[config.mk]
export PLATFORM = sky130hd
export DESIGN_NAME = quad_enc_gen_flat
export DESIGN_NICKNAME = d
export VERILOG_FILES = /design/src/rtl/quad_enc_gen_if.sv /design/src/rtl/quad_enc_gen.sv /design/src/flat_wrapper.sv
export SDC_FILE = /design/constraint.sdc
export NUM_CORES = 1
export LEC_CHECK = 0
export CAP_MARGIN = 10
export CORE_UTILIZATION = 60
export CTS_CLUSTER_SIZE = 8
export DETAILED_ROUTE_END_ITERATION = 7
export GPL_TIMING_DRIVEN = 0
export PLACE_DENSITY = 0.93
export SYNTH_ARGS = -nofsm -noshare
export SYNTH_HDL_FRONTEND = slang
export SYNTH_SLANG_ARGS = --single-unit
[constraint.sdc]
create_clock -name clk -period 4.73 [get_ports clk]
set_clock_uncertainty 0.1 [all_clocks]
set_input_delay 0.473 -clock clk [delete_from_list [all_inputs] [get_ports clk]]
set_output_delay 0.473 -clock clk [all_outputs]
set_load 0.01 [all_outputs]
[src/rtl/quad_enc_gen_if.sv]
// Command channel of quad_enc_gen: move request (steps, direction, edge period)
// carried over a valid/ready handshake.
interface quad_enc_gen_if #(
  parameter int CNT_W = 16,
  parameter int DIV_W = 16
);
  logic             cmd_valid;
  logic             cmd_ready;
  logic [CNT_W-1:0] cmd_steps;
  logic             cmd_dir;
  logic [DIV_W-1:0] cmd_period;

  modport master (
    output cmd_valid,
    output cmd_steps,
    output cmd_dir,
    output cmd_period,
    input  cmd_ready
  );

  modport slave (
    input  cmd_valid,
    input  cmd_steps,
    input  cmd_dir,
    input  cmd_period,
    output cmd_ready
  );
endinterface

[src/rtl/quad_enc_gen.sv]
// Quadrature encoder signal generator: emits A/B edges for queued moves and
// tracks a signed position. Define QUAD_ENC_GEN_INDEX_EN to add the enc_z index output.
module quad_enc_gen #(
  parameter int CNT_W = 16,
  parameter int DIV_W = 16,
  parameter int POS_W = 24
`ifdef QUAD_ENC_GEN_INDEX_EN
  , parameter int INDEX_LOG2 = 12
`endif
) (
  input  logic             clk,
  input  logic             reset,
  quad_enc_gen_if.slave    cmd,
  input  logic             cmd_abort,
  input  logic             pos_clear,
  output logic             enc_a,
  output logic             enc_b,
  output logic             busy,
  output logic             done,
  output logic             aborted,
  output logic [POS_W-1:0] position
`ifdef QUAD_ENC_GEN_INDEX_EN
  , output logic           enc_z
`endif
);

  typedef enum logic {
    IDLE,
    RUN
  } state_t;

  state_t           state;
  logic [CNT_W-1:0] rem;
  logic [DIV_W-1:0] timer;
  logic [DIV_W-1:0] period_q;
  logic [DIV_W-1:0] period_eff;
  logic             dir_q;
  logic             edge_due;
  logic [POS_W-1:0] pos_next;

  // A/B/Z are registered from pos_next so they always agree with position.
  always_comb begin
    period_eff = (cmd.cmd_period == '0) ? DIV_W'(1) : cmd.cmd_period;
    edge_due   = (state == RUN) && (timer == '0);
    pos_next   = position;
    if ((state == IDLE) && pos_clear) begin
      pos_next = '0;
    end else if (edge_due) begin
      pos_next = dir_q ? (position + POS_W'(1)) : (position - POS_W'(1));
    end
  end

  always_ff @(posedge clk or negedge reset) begin
    if (!reset) begin
      state         <= IDLE;
      rem           <= '0;
      timer         <= '0;
      period_q      <= '0;
      dir_q         <= 1'b0;
      position      <= '0;
      enc_a         <= 1'b0;
      enc_b         <= 1'b0;
      busy          <= 1'b0;
      done          <= 1'b0;
      aborted       <= 1'b0;
      cmd.cmd_ready <= 1'b1;
`ifdef QUAD_ENC_GEN_INDEX_EN
      enc_z         <= 1'b0;
`endif
    end else begin
      position <= pos_next;
      enc_a    <= pos_next[1] ^ pos_next[0];
      enc_b    <= pos_next[1];
`ifdef QUAD_ENC_GEN_INDEX_EN
      enc_z    <= (pos_next[INDEX_LOG2-1:0] == '0);
`endif
      done     <= 1'b0;
      aborted  <= 1'b0;

      case (state)
        IDLE: begin
          if (cmd.cmd_valid) begin
            dir_q    <= cmd.cmd_dir;
            period_q <= period_eff;
            timer    <= period_eff - DIV_W'(1);
            rem      <= cmd.cmd_steps;
            if (cmd.cmd_steps == '0) begin
              done <= 1'b1;
            end else begin
              state         <= RUN;
              busy          <= 1'b1;
              cmd.cmd_ready <= 1'b0;
            end
          end
        end

        RUN: begin
          // A due edge always goes out; the final edge wins over a same-cycle abort.
          if (edge_due) begin
            rem   <= rem - CNT_W'(1);
            timer <= period_q - DIV_W'(1);
            if (rem == CNT_W'(1)) begin
              state         <= IDLE;
              busy          <= 1'b0;
              cmd.cmd_ready <= 1'b1;
              done          <= 1'b1;
            end else if (cmd_abort) begin
              state         <= IDLE;
              busy          <= 1'b0;
              cmd.cmd_ready <= 1'b1;
              aborted       <= 1'b1;
            end
          end else if (cmd_abort) begin
            state         <= IDLE;
            busy          <= 1'b0;
            cmd.cmd_ready <= 1'b1;
            aborted       <= 1'b1;
          end else begin
            timer <= timer - DIV_W'(1);
          end
        end

        default: state <= IDLE;
      endcase
    end
  end

endmodule

[src/flat_wrapper.sv]
// flat-port wrapper written by rule: the top's interface ports become plain ports
module quad_enc_gen_flat 
#(
  parameter int CNT_W = 16,
  parameter int DIV_W = 16,
  parameter int POS_W = 24

)
  (clk, reset, cmd_abort, pos_clear, enc_a, enc_b, busy, done, aborted, position, cmd_cmd_valid, cmd_cmd_steps, cmd_cmd_dir, cmd_cmd_period, cmd_cmd_ready);
  quad_enc_gen_if #(.CNT_W(CNT_W), .DIV_W(DIV_W)) cmd_i ();
  input  logic clk;
  input  logic reset;
  input  logic cmd_abort;
  input  logic pos_clear;
  output logic enc_a;
  output logic enc_b;
  output logic busy;
  output logic done;
  output logic aborted;
  output logic [POS_W-1:0] position;
  input wire logic [$bits(cmd_i.cmd_valid)-1:0] cmd_cmd_valid;
  input wire logic [$bits(cmd_i.cmd_steps)-1:0] cmd_cmd_steps;
  input wire logic [$bits(cmd_i.cmd_dir)-1:0] cmd_cmd_dir;
  input wire logic [$bits(cmd_i.cmd_period)-1:0] cmd_cmd_period;
  output wire logic [$bits(cmd_i.cmd_ready)-1:0] cmd_cmd_ready;
  assign cmd_i.cmd_valid = cmd_cmd_valid;
  assign cmd_i.cmd_steps = cmd_cmd_steps;
  assign cmd_i.cmd_dir = cmd_cmd_dir;
  assign cmd_i.cmd_period = cmd_cmd_period;
  assign cmd_cmd_ready = cmd_i.cmd_ready;
  quad_enc_gen #(.CNT_W(CNT_W), .DIV_W(DIV_W), .POS_W(POS_W)) u_core (.clk(clk), .reset(reset), .cmd(cmd_i), .cmd_abort(cmd_abort), .pos_clear(pos_clear), .enc_a(enc_a), .enc_b(enc_b), .busy(busy), .done(done), .aborted(aborted), .position(position));
endmodule
==> flow_summary.yaml, run 1 <==
synthesis:
  synth_seq_cells: 79
  synth_top_area_share_pct: 36.47
  synth-xor-area-share_pct: 5.401
  synth.net_count: 714
  synth_edf_count: 0
  synthAdderAreaFrac_pct: 6.219
  yosysWarningCount: 0
  syn_avg_cell_area_sq_um: 8.233
  synthTopCellsByCount: "101 x nand2_1, 78 x dfrtp_1, 53 x a21oi_1"
  synth_top_family_by_area: "simple AND/OR/NAND/NOR gates"
  synth_cell_type_count: 65
  yosysSeqAreaShare_pct: 36.97
  synth.area.mux_share_pct: 1.379
  synth_compound_area_share_pct: 22.49
  yosys.area.top_type: "dfrtp_1"
  synthSimpleGateAreaFrac_pct: 24.41
  synth_top_flop_cell: "dfrtp_1"
  synth_area_sq_mm: 0.005351
  synthCells: 650
  netlist_top_cells_area: "dfrtp_1 36%, nand2_1 7.1%, ha_1 5.8%"
  synthMostInstantiatedCell: "nand2_1"
  synth-async-reset-ratio_pct: 100.0
worst_setup_path:
  path_delay_family: "compound AO/OA/AOI/OAI gates"
  slowest_stage: "inv_1"
  critPathBufInv: 1
  worst_path_most_repeated_cell: "o21ai_1"
  path_max_fanout: 26
  critPathLaunch: "u_core.dir_q"
  cp_slowest_stage_delay_ns: 0.73
  cp.depth: 10
  critPathCaptureType: "flop"
  path_cells: "inv_1 -> ha_1 -> a21o_1 -> and4_1 -> o21ai_1 -> a21oi_1 -> a31oi_1 -> o21ai_1 -> or4_1 -> nand3_1"
  crit_end: "u_core.position[22]"
  path_class: "reg2reg"
  rrSetupSlack_ns: 0.96
  worstReg2RegStart: "u_core.dir_q"
  reg2regPathDepth: 10
  critPathArrivalTime_ns: 3.98
  required_ns: 4.94
  crit_path_start_kind: "flop"
  r2r_end: "u_core.position[22]"
timing:
  slew-limit-headroom_pct: 35.26
  rsz0062_at_grt: "no"
  fmax_ghz: 0.2651
  slew_viol_final: 0
  worst_slew_pin_slew_ns: 0.9700
  post-route-worst-setup-slack_ns: 0.9576
  fin_crit_ns: 3.772
  finalHoldViolCount: 25
  finalCritPeriodShare_pct: 79.75
  tns_ns: 0
  setup_violations: 0
  holdWs_ns: -0.03033
pwr:
  power_density_mw_per_mm2: 368.4
  ir_drop_mv: 0.2162
  p_leak_nw: 2.828
clocking:
  cts_tree: "built"
  cts_sinks: 79
  h-tree-depth: 3
  numCtsBuffers: 9
  cts_buffer_depth: 2
  root_buffer: "clkbuf_8"
  clkSlewWorstSetupHoldPaths_ns: 0.10
  cts_resized: 0
  worstSkewPairLatency_ns: 0.37
  cts_setup_buffers: 0
  holdBufCountCts: 0
cells_and_area:
  antenna_cells: 0
  fin_area_sq_mm: 0.006429
  syn_to_final_growth_pct: 20.13
  fin_nets: 793
  final_layout_size_suffix_gt1_share_pct: 5.722
route:
  via_per_inst: 6.772
  drt-pass1-iter-count: 7
  drt_iter0_markers: 497
  ant_nets: 0
  wl_mm: 16.18
  avgRoutedWirePerCell_microns: 19.22
  drc: 0
  vias: 5702
global_routing:
  grt_max_degree: 41
  track_usage_pct: 35.65
  grt_overflow_total: 0
  antenna_found_initial: 0
  grt_pass1_wl_mm: 25.46
  grt_pass1_vias: 5482
place:
  hpwl_mm: 11.25
  io_buffers: 67
  place_ws_ns: 1.105
  dpl_cell_area_sq_mm: 0.006175
  gp_congestion: 0.9744
floorplan:
  rows: 34
  die_w_microns: 96.44
  die_height_microns: 96.44
  io_pins: 68
  core_area_sq_mm: 0.008678
  dieArea_sq_mm: 0.009301
  start_util_pct: 61.66
outcome:
  status: "finished with violations"
  violations: "hold timing"
run:
  cap_violations: 0
worst_hold_path:
  hold_class: "in2async"
[registers in the layout (all words and copies together), names as in the netlist, 16 cells and up]
signal / count
u_core.period_q: 16
u_core.position: 23
u_core.rem: 16
u_core.timer: 16
[placed cells by master (no fill, tap or decap), types with 4 or more instances in the layout]
cell type	n
o21ai_1	23
buf_1	6
o22ai_1	6
a21o_1	18
clkbuf_8	10
or3_1	10
nand2b_1	5
nor2_1	49
and2_1	6
nand2_1	101
xnor2_1	20
o21a_1	5
ha_1	25
and3_1	9
clkdlybuf4s50_1	66
nor2b_1	4
inv_1	10
xor2_1	13
a211oi_1	7
clkbuf_1	16
nor3_1	13
nand3_1	42
dfrtp_1	78
buf_2	8
o21ai_0	39
nor4_1	14
a21oi_1	53
a31oi_1	11
mux2i_1	4
[kinds of logic after synthesis]
group | count (synthesis)
adders and majority gates | 26
AOI/OAI and AO/OA | 191
buffers and inverters | 41
muxes | 7
DFF | 79
and+or+nand+nor | 273
xor gates and xnor gates | 33
[power by group]
group / switching (mW) / internal, mW / total (mW)
sequential: 0.150 / 0.810 / 0.960
combinational: 0.454 / 0.298 / 0.752
clock: 0.287 / 0.369 / 0.656
total: 0.891 / 1.48 / 2.37
[worst min path at each step]
| stage | startpoint | end |
|---|---|---|
| 2_1_floorplan | reset | u_core.aborted |
| 3_3_place_gp | u_core.period_q[0] | u_core.period_q[0] |
| 3_5_place_dp | u_core.period_q[0] | u_core.period_q[0] |
| 4_1_cts | reset | u_core.rem[10] |
| 5_1_grt | reset | u_core.rem[10] |
| 6_report | reset | u_core.rem[9] |
[metrics by stage]
stage	cells	utilization, %	power, mW
final	842	74.08	2.368
after detailed placement	826	71.15	1.686
after global routing	842	74.08	2.468
after CTS	842	74.08	2.333
after floorplan	650	-	1.439
after global placement	825	70.95	1.634
[area by class of cell]
cell class	count	area (sq um)
buffer	31	130.1
clock buffer	10	137.6
clock inverter	6	116.4
fill	654	2250
inverter	10	37.54
multi-input combinational	530	3206
sequential	79	1978
tap	108	135.1
timing repair buffer	68	688.2
[metal layers]
layer  vias up  track usage, %  part of all wire (%)
met5         -               0                     0
met3        92           6.808                   9.8
met2       387           58.57                    48
met4         0           17.03                   3.9
met1      2684           45.20                    38
li1       2539               -                     -
Power figures use the tool's default switching activity.
==> run 2, diff against run 1 <==
- CORE_UTILIZATION: 60 -> 51
- PLACE_DENSITY: 0.93 -> 0.85
- clock period: 4.73 -> 3.2 ns (I/O delays scaled with it)
==> flow_summary.yaml, run 2 (synthesized netlist as in run 1, its figures left out) <==
cells_and_area:
  ff_latch_area_sq_mm: 0.001979
  fin_nets: 802
  fin_util_pct: 63.65
  syn_to_final_growth_pct: 21.70
  layout_commonest_cell: "nand2_1"
  final_cells: 879
  fin_area_sq_mm: 0.006513
  largest-register: "u_core.position"
  final_layout_size_suffix_gt1_share_pct: 6.999
  multiInputGateArea_sq_mm: 0.003224
  fillers: 866
  antenna_cells: 0
  largest_reg_flops: 23
  final_cell_mix: "101 x nand2_1, 77 x dfrtp_1, 66 x clkdlybuf4s50_1"
worst_hold_path:
  hold_class: "in2async"
pwr:
  p_leak_nw: 2.845
  ir_drop_mv: 0.3167
  power_density_mw_per_mm2: 519.2
  power.total_mw: 3.381
route:
  vias: 5552
  drt_iter0_markers: 478
  ant_nets: 0
  drt-pass1-iter-count: 5
  avgRoutedWirePerCell_microns: 17.75
  via_per_inst: 6.316
  drc: 0
  wl_mm: 15.60
worst_setup_path:
  path_cells: "clkinvlp_4 -> buf_4 -> ha_1 -> and3_1 -> nand3_1 -> or3_4 -> a2111oi_4 -> nor3_2 -> or4_1 -> nand3_1"
  critPathBufInv: 2
  path_delay_family: "simple AND/OR/NAND/NOR gates"
  worst_path_most_repeated_cell: "nand3_1"
  path_class: "reg2reg"
  crit_path_start_kind: "flop"
  required_ns: 3.40
  critPathArrivalTime_ns: 3.29
  critPathCaptureType: "flop"
  slowest_stage: "or4_1"
  cp_slowest_stage_delay_ns: 0.47
  path_max_fanout: 8
global_routing:
  gr-usage-met3_pct: 4.073
  use_met1_pct: 36.53
  grt_pass1_wl_mm: 25.59
  grt_overflow_total: 0
  grt_max_degree: 42
  grt_pass1_vias: 5368
  track_usage_pct: 29.29
  met2_usage_pct: 49.81
  antenna_found_initial: 0
  grt-busiest-layer: "met2"
floorplan:
  rows: 37
  core_area_sq_mm: 0.01023
  dieArea_sq_mm: 0.01091
  die_w_microns: 104.4
  start_util_pct: 52.31
  die_height_microns: 104.4
  io_pins: 68
clocking:
  h-tree-depth: 3
  clkSlewWorstSetupHoldPaths_ns: 0.09
  cts_tree: "built"
  cts_sinks: 79
  numCtsBuffers: 9
  worstSkewPairLatency_ns: 0.38
  root_buffer: "clkbuf_8"
  cts_buffer_depth: 2
timing:
  post-route-worst-setup-slack_ns: 0.1115
  fin_crit_ns: 3.088
  fmax_ghz: 0.3238
  setup_violations: 0
  worst_slew_pin_slew_ns: 0.6834
  slew_viol_final: 0
  holdWs_ns: 0.3763
  rsz0062_at_grt: "no"
  finalHoldViolCount: 0
  finalCritPeriodShare_pct: 96.51
  slew-limit-headroom_pct: 54.02
  tns_ns: 0
place:
  hpwl_mm: 11.07
  placed_cells: 854
  io_buffers: 67
  gp_congestion: 0.9543
  dpl_cell_area_sq_mm: 0.006210
  place_ws_ns: -0.4392
run:
  cap_violations: 0
outcome:
  status: "finished, final reports clean"
[run 2: layout make-up]
cell class	instances	area share [%]
Clock buffer	12	2.075
Timing Repair inverter	1	0.1153
Multi-Input combinational cell	530	49.51
Tap cell	136	2.613
Buffer	30	1.940
Timing Repair Buffer	77	11.64
Clock inverter	4	1.076
Inverter	10	0.6340
Sequential cell	79	30.39
[run 2: what timing repair did]
item | 4_1_cts | 5_1_grt
resized for setup | 4 | 2
endpoints found under the setup margin | 11 | 5
hold endpoints to repair | 38 | 0
setup buffers | 4 | 4
cloned | 1 | 0
hold buffers | 1 | 0
[run 2: path summary, 6_finish.rpt]
path                                    start  slack [ns]  cells past startpoint                   end
max                              u_core.dir_q        0.11                     10   u_core.position[21]
min                                     reset        0.38                      2    u_core.position[9]
max reg2reg                      u_core.dir_q        0.11                     10   u_core.position[21]
min reg2reg                u_core.period_q[0]        0.38                      2    u_core.period_q[0]
max in group asynchronous               reset        1.95                      3  u_core.cmd.cmd_ready
min in group clk           u_core.period_q[0]        0.38                      2    u_core.period_q[0]
[run 2: report_power, final]
| part | internal [mW] | switching, mW | leakage [nW] | total [mW] |
|---|---|---|---|---|
| Combinational | 0.469 | 0.677 | 1.74 | 1.15 |
| Sequential | 1.20 | 0.220 | 0.999 | 1.42 |
| Clock | 0.438 | 0.379 | 0.104 | 0.817 |
| Total | 2.10 | 1.28 | 2.84 | 3.38 |
[run 2: metal layers]
layer | up-vias | part of all wire (%)
met4 | 0 | 3.4
met1 | 2645 | 41
met3 | 72 | 6.9
met2 | 291 | 49
li1 | 2544 | -
met5 | - | 0
==> run 3, diff against run 2 <==
- REMOVE_ABC_BUFFERS: unset -> 1
==> flow_summary.yaml, run 3 (synthesized netlist as in run 1, its figures left out) <==
outcome:
  status: "finished, final reports clean"
timing:
  fin_crit_ns: 3.087
  tns_ns: 0
  fmax_ghz: 0.3239
  finalHoldViolCount: 0
  slew_viol_final: 0
  slew-limit-headroom_pct: 38.67
  setup_violations: 0
  worst_slew_pin_slew_ns: 0.9158
  finalCritPeriodShare_pct: 96.47
cells_and_area:
  fillers: 844
  fin_nets: 772
  final_cell_mix: "99 x nand2_1, 76 x dfrtp_1, 66 x clkdlybuf4s50_1"
  layout_commonest_cell: "nand2_1"
  fin_util_pct: 63.36
  ff_latch_area_sq_mm: 0.001981
  antenna_cells: 0
  syn_to_final_growth_pct: 21.14
  largest-register: "u_core.position"
  largest_reg_flops: 23
  multiInputGateArea_sq_mm: 0.003248
  final_layout_size_suffix_gt1_share_pct: 7.574
route:
  drc: 0
  drt_iter0_markers: 451
  wl_mm: 14.28
  avgRoutedWirePerCell_microns: 16.82
  via_per_inst: 6.214
  ant_nets: 0
  vias: 5276
  drt-pass1-iter-count: 5
clocking:
  root_buffer: "clkbuf_8"
  h-tree-depth: 3
  cts_sinks: 79
  cts_tree: "built"
  clkSlewWorstSetupHoldPaths_ns: 0.09
  cts_buffer_depth: 2
  numCtsBuffers: 9
  worstSkewPairLatency_ns: 0.35
worst_setup_path:
  crit_path_start_kind: "flop"
  path_delay_family: "simple AND/OR/NAND/NOR gates"
  cp_slowest_stage_delay_ns: 0.46
  required_ns: 3.33
  path_cells: "buf_12 -> nor4b_1 -> and3_2 -> and2_4 -> a31oi_2 -> ha_1 -> o2111ai_1 -> or3_1 -> a41oi_1 -> o21ai_1"
  critPathArrivalTime_ns: 3.22
  critPathLaunch: "u_core.state"
  path_class: "reg2reg"
  path_max_fanout: 56
  critPathBufInv: 1
  critPathCaptureType: "flop"
  worstReg2RegStart: "u_core.state"
  slowest_stage: "dfrtp_2"
pwr:
  p_leak_nw: 2.830
  power_density_mw_per_mm2: 517.0
  ir_drop_mv: 0.3147
global_routing:
  grt_pass1_wl_mm: 23.66
  grt_max_degree: 60
  antenna_found_initial: 0
  track_usage_pct: 26.38
  grt_pass1_vias: 4952
  grt_overflow_total: 0
run:
  cap_violations: 0
floorplan:
  die_height_microns: 104.4
  rows: 37
  core_area_sq_mm: 0.01023
  die_w_microns: 104.4
  io_pins: 68
  dieArea_sq_mm: 0.01091
  start_util_pct: 52.31
place:
  gp_congestion: 0.9674
  io_buffers: 67
  hpwl_mm: 9.853
worst_hold_path:
  hold_class: "in2async"
[run 3: changes by cell type in the layout (fill, tap and decap cells not counted), moves of 2 or more]
cell      before  now
buf_16         0    2
nand2_1      101   99
a21oi_1       52   50
buf_4         10    4
buf_2          8    0
buf_1          6    0
clkbuf_1      18    0
a21oi_2        1    3
clkbuf_8       9   14
[run 3: final timing paths]
path | endpoint | slack, ns | cells past startpoint
hold reg to reg | u_core.period_q[0] | 0.38 | 2
min in group clk | u_core.period_q[0] | 0.38 | 2
setup reg to reg | u_core.timer[6] | 0.11 | 10
setup / recovery | u_core.timer[6] | 0.11 | 10
max in group asynchronous | u_core.cmd.cmd_ready | 2.08 | 3
hold / removal | u_core.position[17] | 0.29 | 2
[run 3: final cells by class]
| class | instances | share of cell area (%) |
|---|---|---|
| Clock inverter | 2 | 0.5404 |
| Timing Repair inverter | 1 | 0.1158 |
| Inverter | 10 | 0.6369 |
| Tap cell | 136 | 2.625 |
| Multi-Input combinational cell | 531 | 50.11 |
| Sequential cell | 79 | 30.55 |
| Timing Repair Buffer | 76 | 12.45 |
| Clock buffer | 14 | 2.972 |
[run 3: per-stage QoR]
step | hold slack (ns) | setup slack (ns) | area, sq um | power, mW | std cells
final | 0.2906 | 0.1129 | 6482 | 3.351 | 849
after detailed placement | 0.1309 | -0.3744 | 6153 | 2.461 | 826
after floorplan | -0.07559 | -0.8563 | 5221 | 2.108 | 619
after global routing | 0.3065 | -0.02447 | 6482 | 3.545 | 849
after CTS | 0.2967 | 0.08706 | 6426 | 3.308 | 846
after global placement | 0.3462 | -1.934 | 6062 | 2.381 | 822
[run 3: power by group]
group | switching [mW] | internal [mW]
Clock | 0.369 | 0.467
Combinational | 0.643 | 0.461
Sequential | 0.213 | 1.20
Total | 1.23 | 2.13
[run 3: per-layer routing]
layer	track usage (%)	wire, microns	vias up
li1	-	-	2480
met1	34.70	6093	2538
met2	44.18	7013	232
met3	4.323	927	26
met4	8.469	242	0
met5	0	0	-
[run 3: repair_timing]
item / CTS / global route
pin swaps: 0 / 0
cloned: 1 / 1
setup buffers: 2 / 2
gates resized for setup: 7 / 6
hold endpoints to repair: 20 / 0
hold buffers: 1 / 0
setup endpoints to repair: 27 / 13
